==> config.mk <==
export PLATFORM = sky130hd
export DESIGN_NAME = mem_stall_ctrl_flat
export DESIGN_NICKNAME = d
export VERILOG_FILES = /design/src/rtl/mem_stall_ctrl_pkg.sv /design/src/rtl/mem_stall_ctrl_if.sv /design/src/rtl/mem_stall_ctrl_wait_timer.sv /design/src/rtl/mem_stall_ctrl.sv /design/src/flat_wrapper.sv
export SDC_FILE = /design/constraint.sdc
export NUM_CORES = 1
export LEC_CHECK = 0
export CAP_MARGIN = 20
export CORE_AREA = 2 2 39 41
export CTS_CLUSTER_SIZE = 40
export DETAILED_ROUTE_END_ITERATION = 16
export DIE_AREA = 0 0 41 43
export GPL_TIMING_DRIVEN = 0
export PLACE_DENSITY = 0.72
export SETUP_SLACK_MARGIN = 0.4
export SYNTH_ARGS = -nofsm -noshare
export SYNTH_HDL_FRONTEND = slang
export SYNTH_SLANG_ARGS = --single-unit
==> constraint.sdc <==
create_clock -name clk -period 2.4 [get_ports clk]
set_clock_uncertainty 0.15 [all_clocks]
set_input_delay 0.24 -clock clk [delete_from_list [all_inputs] [get_ports clk]]
set_output_delay 0.24 -clock clk [all_outputs]
set_load 0.01 [all_outputs]
==> src/rtl/mem_stall_ctrl_pkg.sv <==
// Shared types and constants for the MEM-stage stall controller.
package mem_stall_ctrl_pkg;

    // Controller states (2-bit encoding kept from the original header).
    typedef enum logic [1:0] {
        ST_IDLE  = 2'd0,
        ST_BUSY  = 2'd1,
        ST_DONE  = 2'd2,
        ST_DRAIN = 2'd3
    } state_t;

    // Stall vector bit positions, one per pipeline register.
    localparam int unsigned STALL_PC     = 0;
    localparam int unsigned STALL_IF_ID  = 1;
    localparam int unsigned STALL_ID_EX  = 2;
    localparam int unsigned STALL_EX_MEM = 3;
    localparam int unsigned STALL_MEM_WB = 4;
    localparam int unsigned STALL_RSVD   = 5;

    // Canonical stall patterns: holding stage i while releasing i+1 bubbles i+1.
    localparam logic [5:0] STALL_NONE    = 6'b000000;
    localparam logic [5:0] STALL_LOADUSE = 6'b000111; // hold pc..id_ex, bubble into EX
    localparam logic [5:0] STALL_MEM     = 6'b001111; // hold pc..ex_mem, bubble into WB

endpackage

==> src/rtl/mem_stall_ctrl_if.sv <==
// Request/stall bundle between the pipeline, data memory and the stall controller.
interface mem_stall_ctrl_if #(
    parameter int unsigned STALL_W = 6
);
    logic               stallreq_id;
    logic               mem_req;
    logic               flush_req;
    logic               dmem_ack;
    logic               dmem_req;
    logic [STALL_W-1:0] stall;
    logic               flush;
    logic               mem_timeout;

    // Pipeline/memory side: raises requests, observes stall and flush.
    modport master (
        output stallreq_id, mem_req, flush_req, dmem_ack,
        input  dmem_req, stall, flush, mem_timeout
    );

    // Controller side.
    modport slave (
        input  stallreq_id, mem_req, flush_req, dmem_ack,
        output dmem_req, stall, flush, mem_timeout
    );
endinterface

==> src/rtl/mem_stall_ctrl_wait_timer.sv <==
// Saturating wait counter for a pending memory access, with an expire flag
// raised in the last permitted cycle (count == TIMEOUT-1).
module wait_timer #(
    parameter int unsigned TIMEOUT = 16
) (
    input  logic clk,
    input  logic rst,
    input  logic clr,
    input  logic en,
    output logic expired
);
    localparam int unsigned CW = $clog2(TIMEOUT + 1);
    localparam logic [CW-1:0] CNT_MAX  = CW'(TIMEOUT);
    localparam logic [CW-1:0] CNT_LAST = CW'(TIMEOUT - 1);

    logic [CW-1:0] cnt;

    // Count enabled cycles; clear wins over enable and the count never wraps.
    always_ff @(posedge clk or negedge rst) begin
        if (!rst) begin
            cnt <= '0;
        end else if (clr) begin
            cnt <= '0;
        end else if (en && (cnt != CNT_MAX)) begin
            cnt <= cnt + CW'(1);
        end
    end

    // Expire flag decoded straight from the count.
    always_comb begin
        expired = (cnt == CNT_LAST);
    end

endmodule

==> src/rtl/mem_stall_ctrl.sv <==
// MEM-stage pipeline sequencer: data memory req/ack handshake, per-stage stall
// vector and flush strobe, arbitrating flush > memory wait > load-use interlock.
module mem_stall_ctrl
    import mem_stall_ctrl_pkg::*;
#(
    parameter int unsigned TIMEOUT = 16,
    parameter int unsigned STALL_W = 6
) (
    input  logic                 clk,
    input  logic                 rst,
    mem_stall_ctrl_if.slave      bus
);
    state_t     state;
    logic       dmem_req_q;
    logic       mem_timeout_q;
    logic       expired;
    logic       go_busy;
    logic       go_drain;
    logic       timer_clr;
    logic       timer_en;
    logic [5:0] stall_d;

    // Transition strobes shared by the FSM, the timer and the stall decode.
    always_comb begin
        go_busy   = (state == ST_IDLE) && bus.mem_req && !bus.flush_req;
        go_drain  = (state == ST_BUSY) && bus.flush_req && !bus.dmem_ack;
        timer_clr = go_busy || go_drain;
        timer_en  = (state == ST_BUSY) || (state == ST_DRAIN);
    end

    wait_timer #(
        .TIMEOUT(TIMEOUT)
    ) u_wait_timer (
        .clk    (clk),
        .rst    (rst),
        .clr    (timer_clr),
        .en     (timer_en),
        .expired(expired)
    );

    // Access FSM with registered dmem_req and timeout pulse.
    always_ff @(posedge clk or negedge rst) begin
        if (!rst) begin
            state         <= ST_IDLE;
            dmem_req_q    <= 1'b0;
            mem_timeout_q <= 1'b0;
        end else begin
            mem_timeout_q <= 1'b0;
            case (state)
                ST_IDLE: begin
                    if (go_busy) begin
                        state      <= ST_BUSY;
                        dmem_req_q <= 1'b1;
                    end
                end
                ST_BUSY: begin
                    if (bus.dmem_ack) begin
                        // A flush that coincides with the ack finds the access complete.
                        state      <= bus.flush_req ? ST_IDLE : ST_DONE;
                        dmem_req_q <= 1'b0;
                    end else if (bus.flush_req) begin
                        // Request stays up until the memory acknowledges.
                        state <= ST_DRAIN;
                    end else if (expired) begin
                        state         <= ST_DONE;
                        dmem_req_q    <= 1'b0;
                        mem_timeout_q <= 1'b1;
                    end
                end
                ST_DONE: begin
                    state <= ST_IDLE;
                end
                ST_DRAIN: begin
                    if (bus.dmem_ack) begin
                        state      <= ST_IDLE;
                        dmem_req_q <= 1'b0;
                    end else if (expired) begin
                        state         <= ST_IDLE;
                        dmem_req_q    <= 1'b0;
                        mem_timeout_q <= 1'b1;
                    end
                end
                default: begin
                    state      <= ST_IDLE;
                    dmem_req_q <= 1'b0;
                end
            endcase
        end
    end

    // Stall decode by priority; reset forces the pipeline controls quiet.
    always_comb begin
        stall_d = STALL_NONE;
        if (rst) begin
            case (state)
                ST_IDLE: begin
                    if (bus.flush_req) begin
                        stall_d = STALL_NONE;
                    end else if (bus.mem_req) begin
                        stall_d = STALL_MEM;
                    end else if (bus.stallreq_id) begin
                        stall_d = STALL_LOADUSE;
                    end
                end
                ST_BUSY: begin
                    if (go_drain || !bus.flush_req) begin
                        stall_d = STALL_MEM;
                    end
                end
                ST_DRAIN: begin
                    stall_d = STALL_MEM;
                end
                default: begin
                    stall_d = STALL_NONE;
                end
            endcase
        end
    end

    // Drive the bundle outputs.
    always_comb begin
        bus.stall       = STALL_W'(stall_d);
        bus.flush       = rst && bus.flush_req;
        bus.dmem_req    = dmem_req_q;
        bus.mem_timeout = mem_timeout_q;
    end

endmodule

==> src/flat_wrapper.sv <==
// flat-port wrapper written by rule: the top's interface ports become plain ports
module mem_stall_ctrl_flat import mem_stall_ctrl_pkg::*;
#(
    parameter int unsigned TIMEOUT = 16,
    parameter int unsigned STALL_W = 6
)
  (clk, rst, bus_stallreq_id, bus_mem_req, bus_flush_req, bus_dmem_ack, bus_dmem_req, bus_stall, bus_flush, bus_mem_timeout);
  mem_stall_ctrl_if #(.STALL_W(STALL_W)) bus_i ();
  input  logic clk;
  input  logic rst;
  input wire logic [$bits(bus_i.stallreq_id)-1:0] bus_stallreq_id;
  input wire logic [$bits(bus_i.mem_req)-1:0] bus_mem_req;
  input wire logic [$bits(bus_i.flush_req)-1:0] bus_flush_req;
  input wire logic [$bits(bus_i.dmem_ack)-1:0] bus_dmem_ack;
  output wire logic [$bits(bus_i.dmem_req)-1:0] bus_dmem_req;
  output wire logic [$bits(bus_i.stall)-1:0] bus_stall;
  output wire logic [$bits(bus_i.flush)-1:0] bus_flush;
  output wire logic [$bits(bus_i.mem_timeout)-1:0] bus_mem_timeout;
  assign bus_i.stallreq_id = bus_stallreq_id;
  assign bus_i.mem_req = bus_mem_req;
  assign bus_i.flush_req = bus_flush_req;
  assign bus_i.dmem_ack = bus_dmem_ack;
  assign bus_dmem_req = bus_i.dmem_req;
  assign bus_stall = bus_i.stall;
  assign bus_flush = bus_i.flush;
  assign bus_mem_timeout = bus_i.mem_timeout;
  mem_stall_ctrl #(.TIMEOUT(TIMEOUT), .STALL_W(STALL_W)) u_core (.clk(clk), .rst(rst), .bus(bus_i));
endmodule
==> metrics.cfg, run 1 <==
[critical_path]
cp_num_buf_inv=0
critical_path.top_delay_family=simple AND/OR/NAND/NOR gates
critPathMaxFanout=6
slowest_stage=dfrtp_1
cp.required_ns=2.41
cpPeakStageDelay_ns=0.40
cp_cell_sequence=ha_1, and3_1, ha_1, or4_1, and4_1
path_class=reg -> reg
end_kind=register
critical_path.most_common_cell=ha_1
worstPathArrival_ns=1.93
startpoint_type=register

[power_and_ir_drop]
p_switching_w=0.000231
p_sw_frac=0.355
p_seq_frac=0.372
power_frac_comb=0.445
p_int_w=0.000419
irDropWorstVdd_uv=384
power.leakage_nw=0.384
power_density_nw_per_um2=832
p_clk_frac=0.183

[timing]
finalSetupViolCount=0
fmax_ghz=0.521
rsz0062_at_grt=yes
period_needed_ns=1.92
drv_slew=0
final.setup.tns_ns=0
hold_viol=0
min_period_over_period=0.800

[route]
num_vias=500
drcViolationCount=0
wl_um=1170
drt_iter0_markers=2
viasPerCell=4.85
ant_nets=0
first_pass_iters=3
wl_per_cell_um=11.4

[yosys]
ys_types=30
synth-edff-count=0
ys_warn_count=0
async_reset_ff_frac=1.00
postSynthCellCount=65
netlist_area_sq_um=571
synth_seq_area_share=0.395
synth_ff_type=dfrtp_1
ys_ff_latch=9
syn_area_per_cell_sq_um=8.78

[floorplanning]
rows=14
core_sq_um=1380
io_pins=15
start_util=0.412
die_w_um=41
die_y_um=43
dieArea_sq_um=1760

[clock_tree]
clock-root-buffer=clkbuf_4
cts_buffers=3
htree_levels=1
numClockSinks=9
cts_buffer_depth=2
cts_tree=done
clk_pin_slew_worst_paths_ns=0.06
insertion_delay_ns=0.27

[placement]
gp_congestion=0.690
portBuffers=11
hpwl_um=787
place_inst=93

[min_path]
min_path_type=in -> reg

[cells_and_area]
final_common_cell=buf_4
n_antenna_cell=0
fin_cells=103
fin_nets=97
fill_cells=134
drive_gt1_frac=0.241
layout.cells.most_common_list=9 x buf_4, 8 x dfrtp_1, 7 x nand2_1
area_growth_syn_to_layout_pct=36.8

[grt]
grt_max_degree=11
grt_first_pass_wirelength_um=1800
grt_util_all_layers=0.152
first_global_vias=429
grt_overflow_total=0
antenna_found_initial=0

[job]
cap_violations=0

[status]
status=complete, no violations

## cell type report
type / count / area (sq um) / area share
inverters: 6 / 22.5 / 0.0288
clock buffers: 4 / 26.3 / 0.0337
plain buffers: 6 / 52.6 / 0.0673
well taps: 16 / 20.0 / 0.0256
flip-flops and latches: 9 / 226 / 0.290
repair buffers: 17 / 143 / 0.183
multi-input cells: 45 / 290 / 0.372
## power groups by stage
| stage | Clock (W) | Combinational, W | Sequential [W] |
|---|---|---|---|
| detailed placement | 0 | 0.000242 | 0.000246 |
| global route | 0.000132 | 0.000322 | 0.000249 |
| CTS | 0.000123 | 0.000262 | 0.000243 |
| global placement | 0 | 0.000234 | 0.000245 |
| floorplan | 0 | 0.000161 | 0.000239 |
| finish | 0.000119 | 0.000289 | 0.000241 |
## logic make-up after synthesis
kind of cell,count (synthesis),synth area share
AND/OR/NAND/NOR,23,0.213
XOR/XNOR,2,0.0307
other,1,0.00657
AO/OA/AOI/OAI,15,0.169
adder cells (fa/ha/maj),3,0.0658
flip-flops,9,0.395
buffers and inverters,12,0.121
## metrics by stage
step / utilization / total power (W) / hold WS, ns / worst slack, ns / area [sq um]
3_3_place_gp: 0.509 / 0.000479 / 0.307 / 0.0927 / 704
5_1_grt: 0.564 / 0.000703 / 0.0350 / 0.392 / 781
3_5_place_dp: 0.509 / 0.000488 / 0.307 / 0.0849 / 704
2_1_floorplan: - / 0.000400 / -0.206 / 0.545 / 574
6_report: 0.564 / 0.000649 / 0.0404 / 0.480 / 781
4_1_cts: 0.556 / 0.000629 / 0.0311 / 0.292 / 769
## synthesized netlist by cell type, types with 2 or more instances
cell | number | share of area
a21o_1 | 2 | 0.026
a21oi_1 | 5 | 0.044
buf_4 | 4 | 0.053
dfrtp_1 | 9 | 0.39
ha_1 | 3 | 0.066
inv_1 | 6 | 0.039
nand2_1 | 7 | 0.046
nor2_1 | 5 | 0.033
o21ai_0 | 3 | 0.026
## registers in the layout (all words and copies together) (netlist names)
signal and flops:
u_core.bus.mem_timeout 1, u_core.state 2, u_core.u_wait_timer.cnt 5, u_core.bus.dmem_req 1
## worst reg2reg max path, stage by stage, from the launching register on
cell and delay [ns]:
dfrtp_1 0.40, ha_1 0.23, and3_1 0.19, ha_1 0.24
or4_1 0.40, and4_1 0.20
## metal layers
layer,vias up,part of all wire,GRT usage
li1,258,-,-
met1,224,0.44,0.199
met2,16,0.47,0.216
met3,2,0.079,0.0471
met4,0,0.014,0.0800
met5,-,0,0
## final timing paths
path | start | endpoint | slack [ns] | cells past startpoint
max in group asynchronous | rst | u_core.state[1]$_DFFE_PN0P_ | 1.28 | 2
min reg2reg | u_core.bus.dmem_req$_DFFE_PN0P_ | u_core.bus.dmem_req$_DFFE_PN0P_ | 0.40 | 2
min | bus_flush_req | u_core.bus.mem_timeout$_DFF_PN0_ | 0.04 | 2
max reg2reg | u_core.u_wait_timer.cnt[0]$_DFFE_PN0P_ | u_core.state[1]$_DFFE_PN0P_ | 0.48 | 5
max | u_core.u_wait_timer.cnt[0]$_DFFE_PN0P_ | u_core.state[1]$_DFFE_PN0P_ | 0.48 | 5
min in group asynchronous | rst | u_core.state[1]$_DFFE_PN0P_ | 0.49 | 2
## timing repair
item | in CTS | in global routing
gates cloned | 0 | 0
endpoints found under the setup margin | 5 | 3
setup buffers | 3 | 2
pin swaps | 1 | 1
hold buffers | 1 | 0
gates resized for setup | 11 | 7
endpoints found under the hold margin | 9 | 0
(Power assumes the default switching activity.)
==> run 2, diff against run 1 <==
Clock period 2.4 ns to 2 ns, I/O delays scaled along.
==> run 2 against run 1 <==
- first-iteration DRC count grew to 3.5 times the previous value
- clock-buffer cell count stayed put
- worst hold slack improved by 0.064 ns
- sequential power rose by 21%
- total power up 41%
- critical endpoint is now bus_stall[1]
- largest power group unchanged
==> metrics.cfg, run 2 (synthesis results as in run 1) <==
[grt]
grt_util_all_layers=0.174  ; was 0.152
first_global_vias=518  ; was 429
grt_max_degree=11  ; unchanged
antenna_found_initial=0  ; unchanged
grt_overflow_total=0  ; unchanged
grt_first_pass_wirelength_um=2060  ; was 1800 um

[route]
viasPerCell=5.02  ; was 4.85
first_pass_iters=3  ; unchanged
ant_nets=0  ; unchanged
drcViolationCount=0  ; unchanged
wl_um=1330  ; was 1170 um
num_vias=567  ; was 500
drt_iter0_markers=7  ; was 2
wl_per_cell_um=11.8  ; was 11.4 um

[timing]
rsz0062_at_grt=yes  ; unchanged
min_period_over_period=0.937
hold_viol=0  ; unchanged
period_needed_ns=1.87
final.setup.tns_ns=0  ; unchanged
drv_slew=0  ; unchanged
finalSetupViolCount=0  ; unchanged
fmax_ghz=0.534

[placement]
postPlaceCellArea_sq_um=724  ; was 704 sq um
hpwl_um=805  ; was 787 um
portBuffers=11  ; unchanged
gp_congestion=0.664  ; was 0.690

[cells_and_area]
fill_cells=118  ; was 134
drive_gt1_frac=0.443  ; was 0.241
n_antenna_cell=0  ; unchanged
fin_area_sq_um=925  ; was 781 sq um
area_growth_syn_to_layout_pct=62.1  ; was 36.8%
layout.cells.most_common_list=14 x buf_4, 8 x buf_6, 8 x dfrtp_1  ; was 9 x buf_4, 8 x dfrtp_1, 7 x nand2_1
top_regs=u_core.u_wait_timer.cnt: 5 flops, u_core.state: 2 flops  ; unchanged
top_register=u_core.u_wait_timer.cnt  ; unchanged
largest_reg_flops=5  ; unchanged
fin_nets=107  ; was 97
final_common_cell=buf_4  ; unchanged
post-route-util=0.668  ; was 0.564

[critical_path]
cpPeakStageDelay_ns=0.41  ; was 0.40 ns
critPathMaxFanout=4  ; was 6
worstPathArrival_ns=1.52  ; was 1.93 ns
end_kind=output port  ; was register
cp.required_ns=1.65  ; was 2.41 ns
critical_path.most_common_cell=buf_6  ; was ha_1
startpoint_type=register  ; unchanged
critical_path.top_delay_family=buffers and inverters  ; was simple AND/OR/NAND/NOR gates
slowest_stage=dfrtp_1  ; unchanged
cp_num_buf_inv=4  ; was 0
path_class=reg -> out  ; was reg -> reg
cp_cell_sequence=buf_6, a21oi_2, o21ai_1, o21a_1, buf_4, buf_6, buf_6  ; was ha_1, and3_1, ha_1, or4_1, and4_1

[clock_tree]
htree_levels=1  ; unchanged
clk_pin_slew_worst_paths_ns=0.06  ; about the same
cts_buffers=3  ; unchanged
insertion_delay_ns=0.26  ; was 0.27 ns
numClockSinks=9  ; unchanged
cts_tree=done  ; unchanged
clock-root-buffer=clkbuf_4  ; unchanged
cts_buffer_depth=2  ; unchanged

[power_and_ir_drop]
irDropWorstVdd_uv=572  ; was 384 uV
power_density_nw_per_um2=989  ; was 832 nW/um^2
power.leakage_nw=0.435  ; was 0.384 nW

[floorplanning]
dieArea_sq_um=1760  ; unchanged
rows=14  ; unchanged
io_pins=15  ; unchanged
core_sq_um=1380  ; unchanged
die_w_um=41  ; unchanged
start_util=0.412  ; unchanged
die_y_um=43  ; unchanged

[min_path]
min_path_type=in -> reg  ; unchanged

[status]
status=complete, no violations  ; unchanged

[job]
cap_violations=0  ; unchanged

## run 2: repair_timing
action | 4_1_cts | 5_1_grt
pin swaps | 5 | 11
resized for setup | 28 | 13
hold buffers | 2 | 0
setup endpoints to repair | 6 | 11
endpoints found under the hold margin | 10 | 0
buffers inserted | 9 | 5
## run 2: per-stage QoR
step | hold slack, ns | setup WS [ns] | cells | power (W)
3_5_place_dp | 0.265 | -0.231 | 93 | 0.000596
5_1_grt | 0.121 | 0.0619 | 113 | 0.000995
3_3_place_gp | 0.267 | -0.224 | 93 | 0.000585
6_report | 0.105 | 0.126 | 113 | 0.000915
2_1_floorplan | -0.246 | 0.263 | 66 | 0.000488
4_1_cts | 0.107 | 0.136 | 108 | 0.000826
## run 2: cell type report
cell class	count	area [sq um]	area share
flip-flops and latches	9	226	0.245
plain buffers	6	56.3	0.0609
well taps	16	20.0	0.0217
multi-input cells	45	335	0.363
inverters	6	22.5	0.0244
repair buffers	27	238	0.257
clock buffers	4	26.3	0.0284
## run 2: final timing paths
check	to	depth (start not counted)	slack, ns	from
setup / recovery	bus_stall[1]	7	0.13	u_core.state[0]$_DFFE_PN0P_
hold / removal	u_core.bus.dmem_req$_DFFE_PN0P_	3	0.10	bus_flush_req
max in group asynchronous	u_core.state[1]$_DFFE_PN0P_	2	1.10	rst
min in group asynchronous	u_core.bus.dmem_req$_DFFE_PN0P_	2	0.28	rst
setup reg to reg	u_core.state[1]$_DFFE_PN0P_	5	0.26	u_core.u_wait_timer.cnt[0]$_DFFE_PN0P_
hold reg to reg	u_core.bus.dmem_req$_DFFE_PN0P_	2	0.38	u_core.bus.dmem_req$_DFFE_PN0P_
## run 2: power breakdown
part	internal, W	switching, W
clock	0.0000769	0.0000632
combinational	0.000274	0.000209
sequential	0.000238	0.0000542
## run 2: layer usage
layer	track usage	vias to the layer above	part of all wire	routed length (um)
met3	0.0262	6	0.063	84
met5	0	-	0	0
met2	0.294	19	0.49	655
met4	0.133	0	0.026	34
li1	-	282	-	-
met1	0.174	260	0.42	555
## run 2: tightest hold or removal path: stages
cell and delay, ns:
buf_6 0.11, o2111ai_1 0.12, nand2_1 0.06
